`src/rtl/net_word_serial.sv`:
```
// Word-oriented 8N1 serial transceiver: sends a 32-bit word as four LSB-first bytes
// and reassembles four received bytes into a word, with overrun/framing/timeout handling.
module net_word_serial #(
  parameter int CLKS_PER_BIT = 434,
  parameter int TIMEOUT_BITS = 20
) (
  input  logic        clk,
  input  logic        reset,
  input  logic        tx_start,
  input  logic [31:0] tx_data,
  output logic        tx_busy,
  output logic        tx_done,
  output logic        serial_tx,
  input  logic        serial_rx,
  input  logic        rx_ack,
  output logic        rx_valid,
  output logic [31:0] rx_data,
  output logic        rx_overrun,
  output logic        rx_frame_err
);

  typedef enum logic [1:0] {ST_IDLE, ST_START, ST_DATA, ST_STOP} state_t;

  localparam int TMO_CYCLES = TIMEOUT_BITS * CLKS_PER_BIT;
  localparam int CW = $clog2(TMO_CYCLES + 1);
  localparam logic [CW-1:0] CNT_ZERO = CW'(0);
  localparam logic [CW-1:0] CNT_ONE  = CW'(1);
  localparam logic [CW-1:0] BIT_LAST = CW'(CLKS_PER_BIT - 1);
  localparam logic [CW-1:0] BIT_HALF = CW'(CLKS_PER_BIT / 2);
  localparam logic [CW-1:0] TMO_LAST = CW'(TMO_CYCLES - 1);

  state_t          tx_state_r, tx_state_s;
  logic [CW-1:0]   tx_cnt_r, tx_cnt_s;
  logic [2:0]      tx_bit_r, tx_bit_s;
  logic [1:0]      tx_byte_r, tx_byte_s;
  logic [31:0]     tx_shift_r, tx_shift_s;
  logic            tx_line_r, tx_line_s;
  logic            tx_busy_r, tx_busy_s;
  logic            tx_done_r, tx_done_s;

  // TX next-state: each frame slot lasts CLKS_PER_BIT cycles; bytes run back-to-back.
  always_comb begin
    tx_state_s = tx_state_r;
    tx_cnt_s   = tx_cnt_r;
    tx_bit_s   = tx_bit_r;
    tx_byte_s  = tx_byte_r;
    tx_shift_s = tx_shift_r;
    tx_done_s  = 1'b0;
    case (tx_state_r)
      ST_IDLE: begin
        if (tx_start) begin
          tx_state_s = ST_START;
          tx_cnt_s   = CNT_ZERO;
          tx_bit_s   = 3'd0;
          tx_byte_s  = 2'd0;
          tx_shift_s = tx_data;
        end else begin
          tx_state_s = ST_IDLE;
        end
      end
      ST_START: begin
        if (tx_cnt_r == BIT_LAST) begin
          tx_state_s = ST_DATA;
          tx_cnt_s   = CNT_ZERO;
          tx_bit_s   = 3'd0;
        end else begin
          tx_cnt_s = tx_cnt_r + CNT_ONE;
        end
      end
      ST_DATA: begin
        if (tx_cnt_r == BIT_LAST) begin
          tx_cnt_s   = CNT_ZERO;
          tx_shift_s = {1'b0, tx_shift_r[31:1]};
          if (tx_bit_r == 3'd7) begin
            tx_state_s = ST_STOP;
          end else begin
            tx_bit_s = tx_bit_r + 3'd1;
          end
        end else begin
          tx_cnt_s = tx_cnt_r + CNT_ONE;
        end
      end
      ST_STOP: begin
        if (tx_cnt_r == BIT_LAST) begin
          tx_cnt_s = CNT_ZERO;
          if (tx_byte_r == 2'd3) begin
            tx_state_s = ST_IDLE;
            tx_done_s  = 1'b1;
          end else begin
            tx_byte_s  = tx_byte_r + 2'd1;
            tx_state_s = ST_START;
          end
        end else begin
          tx_cnt_s = tx_cnt_r + CNT_ONE;
        end
      end
      default: tx_state_s = ST_IDLE;
    endcase
    // Line level is decoded from the next state so serial_tx is a plain register.
    case (tx_state_s)
      ST_START: tx_line_s = 1'b0;
      ST_DATA:  tx_line_s = tx_shift_s[0];
      default:  tx_line_s = 1'b1;
    endcase
    tx_busy_s = (tx_state_s != ST_IDLE);
  end

  // TX state and output registers.
  always_ff @(posedge clk or negedge reset) begin
    if (!reset) begin
      tx_state_r <= ST_IDLE;
      tx_cnt_r   <= CNT_ZERO;
      tx_bit_r   <= 3'd0;
      tx_byte_r  <= 2'd0;
      tx_shift_r <= 32'd0;
      tx_line_r  <= 1'b1;
      tx_busy_r  <= 1'b0;
      tx_done_r  <= 1'b0;
    end else begin
      tx_state_r <= tx_state_s;
      tx_cnt_r   <= tx_cnt_s;
      tx_bit_r   <= tx_bit_s;
      tx_byte_r  <= tx_byte_s;
      tx_shift_r <= tx_shift_s;
      tx_line_r  <= tx_line_s;
      tx_busy_r  <= tx_busy_s;
      tx_done_r  <= tx_done_s;
    end
  end

  assign serial_tx = tx_line_r;
  assign tx_busy   = tx_busy_r;
  assign tx_done   = tx_done_r;

  logic            rx_meta_r, rx_sync_r, rx_prev_r;
  state_t          rx_state_r, rx_state_s;
  logic [CW-1:0]   rx_cnt_r, rx_cnt_s;
  logic [CW-1:0]   rx_tmo_r, rx_tmo_s;
  logic [2:0]      rx_bit_r, rx_bit_s;
  logic [7:0]      rx_shift_r, rx_shift_s;
  logic [1:0]      rx_byte_cnt_r, rx_byte_cnt_s;
  logic [23:0]     rx_word_r, rx_word_s;
  logic            rx_valid_r, rx_valid_s;
  logic [31:0]     rx_data_r, rx_data_s;
  logic            rx_ovr_r, rx_ovr_s;
  logic            rx_ferr_r, rx_ferr_s;
  logic            byte_good_s, byte_bad_s, word_done_s;

  // RX next-state: start re-check at half bit, then one sample per bit period.
  always_comb begin
    rx_state_s    = rx_state_r;
    rx_cnt_s      = rx_cnt_r;
    rx_tmo_s      = rx_tmo_r;
    rx_bit_s      = rx_bit_r;
    rx_shift_s    = rx_shift_r;
    rx_byte_cnt_s = rx_byte_cnt_r;
    rx_word_s     = rx_word_r;
    byte_good_s   = 1'b0;
    byte_bad_s    = 1'b0;
    word_done_s   = 1'b0;
    case (rx_state_r)
      ST_IDLE: begin
        if (rx_prev_r && !rx_sync_r) begin
          rx_state_s = ST_START;
          rx_cnt_s   = CNT_ZERO;
          rx_tmo_s   = CNT_ZERO;
        end else if (rx_byte_cnt_r != 2'd0) begin
          if (rx_tmo_r == TMO_LAST) begin
            rx_byte_cnt_s = 2'd0;
            rx_tmo_s      = CNT_ZERO;
          end else begin
            rx_tmo_s = rx_tmo_r + CNT_ONE;
          end
        end else begin
          rx_tmo_s = CNT_ZERO;
        end
      end
      ST_START: begin
        if (rx_cnt_r == BIT_HALF) begin
          rx_cnt_s = CNT_ZERO;
          rx_bit_s = 3'd0;
          if (!rx_sync_r) begin
            rx_state_s = ST_DATA;
          end else begin
            rx_state_s = ST_IDLE;
          end
        end else begin
          rx_cnt_s = rx_cnt_r + CNT_ONE;
        end
      end
      ST_DATA: begin
        if (rx_cnt_r == BIT_LAST) begin
          rx_cnt_s   = CNT_ZERO;
          rx_shift_s = {rx_sync_r, rx_shift_r[7:1]};
          if (rx_bit_r == 3'd7) begin
            rx_state_s = ST_STOP;
          end else begin
            rx_bit_s = rx_bit_r + 3'd1;
          end
        end else begin
          rx_cnt_s = rx_cnt_r + CNT_ONE;
        end
      end
      ST_STOP: begin
        if (rx_cnt_r == BIT_LAST) begin
          rx_cnt_s   = CNT_ZERO;
          rx_state_s = ST_IDLE;
          if (rx_sync_r) begin
            byte_good_s = 1'b1;
          end else begin
            byte_bad_s = 1'b1;
          end
        end else begin
          rx_cnt_s = rx_cnt_r + CNT_ONE;
        end
      end
      default: rx_state_s = ST_IDLE;
    endcase

    if (byte_good_s) begin
      case (rx_byte_cnt_r)
        2'd0:    rx_word_s[7:0]   = rx_shift_r;
        2'd1:    rx_word_s[15:8]  = rx_shift_r;
        2'd2:    rx_word_s[23:16] = rx_shift_r;
        default: word_done_s      = 1'b1;
      endcase
      rx_byte_cnt_s = rx_byte_cnt_r + 2'd1;
    end else if (byte_bad_s) begin
      rx_byte_cnt_s = 2'd0;
    end else begin
      rx_word_s = rx_word_r;
    end

    // A completing word beats a simultaneous ack; ack still clears the sticky flags.
    rx_valid_s = word_done_s | (rx_valid_r & ~rx_ack);
    rx_data_s  = word_done_s ? {rx_shift_r, rx_word_r} : rx_data_r;
    rx_ovr_s   = (rx_ovr_r & ~rx_ack) | (word_done_s & rx_valid_r & ~rx_ack);
    rx_ferr_s  = byte_bad_s | (rx_ferr_r & ~rx_ack);
  end

  // RX synchroniser, state and output registers.
  always_ff @(posedge clk or negedge reset) begin
    if (!reset) begin
      rx_meta_r     <= 1'b1;
      rx_sync_r     <= 1'b1;
      rx_prev_r     <= 1'b1;
      rx_state_r    <= ST_IDLE;
      rx_cnt_r      <= CNT_ZERO;
      rx_tmo_r      <= CNT_ZERO;
      rx_bit_r      <= 3'd0;
      rx_shift_r    <= 8'd0;
      rx_byte_cnt_r <= 2'd0;
      rx_word_r     <= 24'd0;
      rx_valid_r    <= 1'b0;
      rx_data_r     <= 32'd0;
      rx_ovr_r      <= 1'b0;
      rx_ferr_r     <= 1'b0;
    end else begin
      rx_meta_r     <= serial_rx;
      rx_sync_r     <= rx_meta_r;
      rx_prev_r     <= rx_sync_r;
      rx_state_r    <= rx_state_s;
      rx_cnt_r      <= rx_cnt_s;
      rx_tmo_r      <= rx_tmo_s;
      rx_bit_r      <= rx_bit_s;
      rx_shift_r    <= rx_shift_s;
      rx_byte_cnt_r <= rx_byte_cnt_s;
      rx_word_r     <= rx_word_s;
      rx_valid_r    <= rx_valid_s;
      rx_data_r     <= rx_data_s;
      rx_ovr_r      <= rx_ovr_s;
      rx_ferr_r     <= rx_ferr_s;
    end
  end

  assign rx_valid     = rx_valid_r;
  assign rx_data      = rx_data_r;
  assign rx_overrun   = rx_ovr_r;
  assign rx_frame_err = rx_ferr_r;

endmodule
```
`config.mk`:
```
export PLATFORM = sky130hd
export DESIGN_NAME = net_word_serial
export DESIGN_NICKNAME = d
export VERILOG_FILES = /design/src/rtl/net_word_serial.sv
export SDC_FILE = /design/constraint.sdc
export NUM_CORES = 1
export LEC_CHECK = 0
export BUFFER_PORTS_ARGS = -buffer_cell sky130_fd_sc_hd__buf_2
export CAP_MARGIN = 30
export CELL_PAD_IN_SITES_DETAIL_PLACEMENT = 0
export CELL_PAD_IN_SITES_GLOBAL_PLACEMENT = 1
export CORE_MARGIN = 8
export CORE_UTILIZATION = 42
export CTS_CLUSTER_DIAMETER = 200
export DETAILED_ROUTE_END_ITERATION = 10
export GPL_TIMING_DRIVEN = 0
export PLACE_DENSITY_LB_ADDON = 0.1
export SLEW_MARGIN = 0
export SYNTH_ARGS = -nofsm -noshare
export SYNTH_HDL_FRONTEND = slang
export SYNTH_SLANG_ARGS = --single-unit
```
`constraint.sdc`:
```
create_clock -name clk -period 1.91 [get_ports clk]
set_input_delay 0.0955 -clock clk [delete_from_list [all_inputs] [get_ports clk]]
set_output_delay 0.0955 -clock clk [all_outputs]
set_load 0.005 [all_outputs]
```
==> results of run 1 <==
## placed cells by master, fill, tap and decap left out, drive strengths merged, types with 4 or more instances in the layout
cell type / n
nor2: 32
a21oi: 12
dfstp: 4
xor2: 14
nor3: 19
a22oi: 32
or3: 6
a22o: 6
clkbuf: 32
o22ai: 6
nand4: 12
dfrtp: 157
and2: 5
mux2: 64
buf: 120
nand2b: 4
ha: 14
and3: 5
mux2i: 4
nand3: 25
o21ai: 30
a31oi: 10
nand2: 107
inv: 23
dlygate4sd3: 35
## sequential cells by signal (all words and copies together) (netlist names), 2 cells and up, named ones only
signal and flops:
rx_tmo_r 14, rx_bit_r 3, tx_byte_r 2, rx_cnt_r 14, rx_shift_r 8, tx_shift_r 32, tx_bit_r 3, tx_state_r 2
tx_cnt_r 14, rx_word_r 24, rx_byte_cnt_r 2, rx_data 32
## tightest hold or removal path: stages
cell,delay (ns)
buf_2,0.14
nand2_1,0.11
nand2_1,0.08
o21ai_1,0.05
## path summary, 6_finish.rpt
| check | end | slack, ns | cells after the start |
|---|---|---|---|
| worst max-delay path | rx_data[5] | -0.22 | 9 |
| worst max register to register | rx_data[5] | -0.22 | 9 |
| min in group asynchronous | rx_cnt_r[2] | 0.21 | 2 |
| max in group asynchronous | rx_meta_r | 0.80 | 3 |
| worst min-delay path | tx_shift_r[31] | 0.1 | 4 |
| worst min register to register | rx_sync_r | 0.36 | 0 |
## stage by stage
step / total power, uW / setup TNS [ns] / utilization, % / instance area (um^2) / instances
after global routing: 8830 / -23.07 / 55.5 / 9510 / 1049
after floorplan: 4490 / -0.186 / - / 7260 / 653
after global placement: 4750 / -289.07 / 46.2 / 7920 / 952
final: 8400 / -13.83 / 55.5 / 9510 / 1049
after CTS: 8450 / -15.65 / 54.1 / 9260 / 1042
after detailed placement: 4800 / -34.11 / 46.4 / 7950 / 953
## power groups by stage
| stage | Sequential [uW] | Combinational [uW] | Clock, uW |
|---|---|---|---|
| 3_3_place_gp | 4010 | 746 | 0 |
| 4_1_cts | 3940 | 948 | 3560 |
| 6_report | 3950 | 985 | 3460 |
| 3_5_place_dp | 4010 | 789 | 0 |
| 5_1_grt | 4000 | 1120 | 3710 |
| 2_1_floorplan | 3940 | 553 | 0 |
## kinds of logic after synthesis
family / after synthesis / synth area share [%]
and+or+nand+nor: 235 / 16.5
DFF: 161 / 55.6
AOI/OAI and AO/OA: 111 / 10.0
muxes: 68 / 10.5
buffers and inverters: 47 / 3.00
xor gates and xnor gates: 17 / 2.05
adders and majority gates: 14 / 2.41
## area by class of cell
type | instances | area share [%]
Sequential cell | 161 | 42.5
Multi-Input combinational cell | 445 | 33.9
Timing Repair Buffer | 143 | 11.5
Clock buffer | 19 | 4.77
Tap cell | 225 | 2.96
Buffer | 25 | 2.11
Clock inverter | 13 | 1.58
Inverter | 18 | 0.711
## metal layers
| metal | global-route usage [%] | vias up | wire length, um |
|---|---|---|---|
| li1 | - | 2651 | - |
| met1 | 20.0 | 2674 | 7780 |
| met2 | 24.7 | 107 | 7810 |
| met3 | 3.97 | 22 | 738 |
| met4 | 5.35 | 0 | 235 |
| met5 | 0 | - | 0 |
## timing repair
item,in CTS,in global routing
resized for setup,44,49
setup endpoints to repair,141,140
gates cloned,1,3
hold buffers,35,0
hold endpoints to repair,92,0
setup buffers,24,5
pin swaps,11,9
==> flow_summary.ini, run 1 <==
[finish]
drive_gt1_share_pct = 34.0
area_growth_pct = 30.9
register_area_mm2 = 0.00404
fin_nets = 862
diodes = 0
multi_input_area_mm2 = 0.00323
num-fill-cells = 1492

[drt]
dr.pass1.iters = 6
drt_iter0_markers = 213
via_count = 5454
routed_wl_um = 16600
drc = 0
postRouteAntennaNets = 0
via_per_inst = 5.20
wire_per_inst_um = 15.8

[power]
swShare_pct = 26.7
vdd_drop_max_mv = 0.701
cellPowerDensity_mw_per_mm2 = 884
comb_power_share_pct = 11.7
p_seq_share_pct = 47.1
leakage_uw = 0.00469
net-switching-power_uw = 2240
clock_power_share_pct = 41.2
p_int_uw = 6160

[synth]
synth_common_cells = dfrtp_1, nand2_1, mux2_2
avgSynthCellArea_um2 = 11.1
ys.flop_type = dfrtp_1
synth.most_common_cell = dfrtp_1
yosysUniqueCellTypes = 57
ys_seq_area_share_pct = 55.6
ys_top_cells_by_area = dfrtp_1, mux2_2, nand2_1
synth_top_area_share_pct = 54.1
synthArstFlopShare_pct = 100
synth_warnings = 0
synth_edf_count = 0
yosys.area.top_type = dfrtp_1
ys_ff_latch = 161
syn_inst = 653
synth_nets = 704
netlist_area_mm2 = 0.00726

[sta]
fmax_mhz = 470
layout_setup_ws_ns = -0.217
fin_crit_ns = 2.13
fin_hold_ws_ns = 0.0979
rsz0062_at_grt = true
worstMarginPinSlew_ns = 0.584
slew_headroom_pct = 61.1
setup_violations = 80
hold_viol = 0
skew_ns = 0.00973
timing.final.crit_share_pct = 111
slew_violations = 0

[floorplan]
ios = 75
die_w_um = 147
die_area_mm2 = 0.0218
rows = 48
coreArea_mm2 = 0.0171
initial_utilization_pct = 42.4
die_h_um = 147

[place]
hpwlAfterDp_um = 10900
portBuffers = 74
dpl_worst_slack_ns = -0.391
gp_congestion = 0.801

[grt]
antenna_found_initial = 0
grt_pass1_wl_um = 27200
grt_usage_pct = 15.5
grt_overflow = 0
grt_pass1_vias = 5445
grt_max_degree = 104

[clock_tree]
clock_path_buffers = 2
htree_levels = 4
numCtsBuffers = 17
clk_pin_slew_ns = 0.07
clock_tree.root_cell = clkbuf_16
clk_latency_ns = 0.42
cts_tree = yes
cts.sinks = 161

[flow_run]
cap_violations = 0

[critical_path]
cp.buffers_inverters = 3
cp-startpoint = rx_cnt_r[1]
path_delay_family = simple AND/OR/NAND/NOR gates
critical_path_class = reg2reg
max_stage_delay_ns = 0.39
crit_path_end_kind = flip-flop
arrival_ns = 2.43
r2r_start = rx_cnt_r[1]
required_ns = 2.22
path_max_fanout = 10
start_kind = flip-flop
cp_slowest_cell = dfrtp_1
cp_cell_sequence = inv_2 -> ha_4 -> nor4b_4 -> nand4_4 -> buf_4 -> nor3_4 -> nand2_4 -> buf_8 -> mux2_2

[status]
violations = negative setup slack
outcome = complete, but fails checks

[worst_hold_path]
hp-class = in2reg
hp-start = tx_start
(Power assumes the default switching activity.)
==> run 2, diff against run 1 <==
--- a/config.mk
+++ b/config.mk
@@ -15,6 +15,7 @@
 export DETAILED_ROUTE_END_ITERATION = 10
 export GPL_TIMING_DRIVEN = 0
 export PLACE_DENSITY_LB_ADDON = 0.1
+export REMOVE_ABC_BUFFERS = 1
 export SLEW_MARGIN = 0
 export SYNTH_ARGS = -nofsm -noshare
 export SYNTH_HDL_FRONTEND = slang
==> constraint.sdc (replaced) <==
create_clock -name clk -period 1.91 [get_ports clk]
set_input_delay 0.382 -clock clk [delete_from_list [all_inputs] [get_ports clk]]
set_output_delay 0.382 -clock clk [all_outputs]
set_load 0.005 [all_outputs]
==> flow_summary.ini, run 2 (synthesized netlist as in run 1, its figures left out) <==
[finish]
final_common_cell = dfrtp_1
area_growth_pct = 28.7
multi_input_area_mm2 = 0.00347
num-fill-cells = 1504
register_area_mm2 = 0.00404
drive_gt1_share_pct = 36.0
final_cell_mix = dfrtp_1, nand2_1, buf_2
fin_nets = 819

[floorplan]
die_w_um = 147
initial_utilization_pct = 42.4
ios = 75
rows = 48
coreArea_mm2 = 0.0171
die_area_mm2 = 0.0218
die_h_um = 147

[clock_tree]
htree_levels = 4
cts_tree = yes
clock_path_buffers = 2
clk_latency_ns = 0.43
clock_tree.root_cell = clkbuf_16
numCtsBuffers = 17
clk_pin_slew_ns = 0.07
cts.sinks = 161

[critical_path]
critical_path_class = reg2reg
crit_path_end_kind = flip-flop
cp_cell_sequence = inv_2 -> ha_4 -> nor4b_4 -> nand4_4 -> buf_6 -> nor3_4 -> buf_6 -> nand2_8 -> mux2_2
cp_slowest_cell = dfrtp_1
required_ns = 2.22
arrival_ns = 2.39
max_stage_delay_ns = 0.39
path_max_fanout = 5
path_common_cell = buf_6
start_kind = flip-flop

[drt]
wl_met3_um = 705
routed_wl_um = 17200
via_count = 5344
wl_met2_um = 7960
via_per_inst = 5.31
wire_per_inst_um = 17.1
drc = 0
dr.pass1.iters = 4
postRouteAntennaNets = 0
drt_iter0_markers = 279
dr.max_layer_used = met5
wl_met1_um = 8260

[grt]
grt_pass1_wl_um = 28800
grt_max_degree = 106
grt_usage_pct = 16.3
grt_overflow = 0
grt_pass1_vias = 5466
antenna_found_initial = 1

[status]
violations = negative setup slack
outcome = complete, but fails checks

[power]
leakage_uw = 0.00453
cellPowerDensity_mw_per_mm2 = 902
p_seq_share_pct = 47.6
vdd_drop_max_mv = 0.644
clock_power_share_pct = 41.2
comb_power_share_pct = 11.2
swShare_pct = 29.9
net-switching-power_uw = 2520
p_int_uw = 5910

[worst_hold_path]
hp-class = in2reg

[place]
hpwlAfterDp_um = 10200
dpl_worst_slack_ns = -0.584
gp_congestion = 0.769
portBuffers = 74

[sta]
timing.final.crit_share_pct = 109
slew_headroom_pct = 33.8
slew_violations = 0
layout_setup_ws_ns = -0.165
tns_ns = -9.67
rsz0062_at_grt = true
hold_viol = 0
worstMarginPinSlew_ns = 0.992
fmax_mhz = 482
setup_violations = 80
skew_ns = 0.0134
fin_crit_ns = 2.08

[flow_run]
cap_violations = 0
[run 2: what timing repair did]
| item | CTS | global route |
|---|---|---|
| hold buffers | 1 | 0 |
| pin swaps | 11 | 20 |
| endpoints found under the setup margin | 148 | 148 |
| gates resized for setup | 39 | 54 |
| endpoints found under the hold margin | 55 | 0 |
| setup buffers | 28 | 10 |
| cloned | 7 | 2 |
[run 2: path summary, 6_finish.rpt]
check	from	depth (start not counted)	slack (ns)	endpoint
hold / removal	serial_rx	1	0.06	rx_meta_r
max in group asynchronous	reset	3	0.56	tx_state_r[1]
min in group asynchronous	reset	2	0.46	tx_cnt_r[8]
setup / recovery	rx_cnt_r[1]	9	-0.17	rx_data[12]
hold reg to reg	rx_meta_r	0	0.36	rx_sync_r
setup reg to reg	rx_cnt_r[1]	9	-0.17	rx_data[12]
[run 2: cell type report]
type	count	share of cell area (%)
Multi-Input combinational cell	453	37.1
Timing Repair Buffer	117	9.23
Antenna cell	1	0.0268
Tap cell	225	3.01
Sequential cell	161	43.3
Inverter	18	0.723
Clock inverter	15	2.10
Clock buffer	17	4.55
[run 2: worst max-delay path: cells and delay by family (launching register included)]
kind,cells,cell delay [ns]
fa+ha+maj,1,0.12
buf+inv,3,0.44
flops,1,0.39
mux,1,0.32
simple gates,4,0.67
[run 2: power by group through the flow]
| stage | Combinational, uW | Clock (uW) | Sequential, uW |
|---|---|---|---|
| 3_3_place_gp | 688 | 0 | 4040 |
| 6_report | 941 | 3470 | 4010 |
| 5_1_grt | 1070 | 3700 | 4060 |
| 2_1_floorplan | 510 | 0 | 3960 |
| 4_1_cts | 815 | 3560 | 3980 |
| 3_5_place_dp | 724 | 0 | 4050 |
[run 2: metal layers]
layer	track usage, %	vias up
met4	5.25	2
met3	4.83	23
met2	25.1	82
met1	21.8	2653
li1	-	2584
met5	0	-
[run 2: stage by stage]
stage | power, uW | hold WS (ns) | area, um^2 | cells | utilization (%)
2_1_floorplan | 4470 | 0.0864 | 7110 | 624 | -
3_3_place_gp | 4730 | 0.346 | 7760 | 923 | 45.4
3_5_place_dp | 4770 | 0.340 | 7890 | 928 | 46.1
4_1_cts | 8360 | 0.0398 | 9030 | 996 | 52.8
5_1_grt | 8830 | 0.0345 | 9340 | 1006 | 54.6
6_report | 8430 | 0.0610 | 9340 | 1007 | 54.6
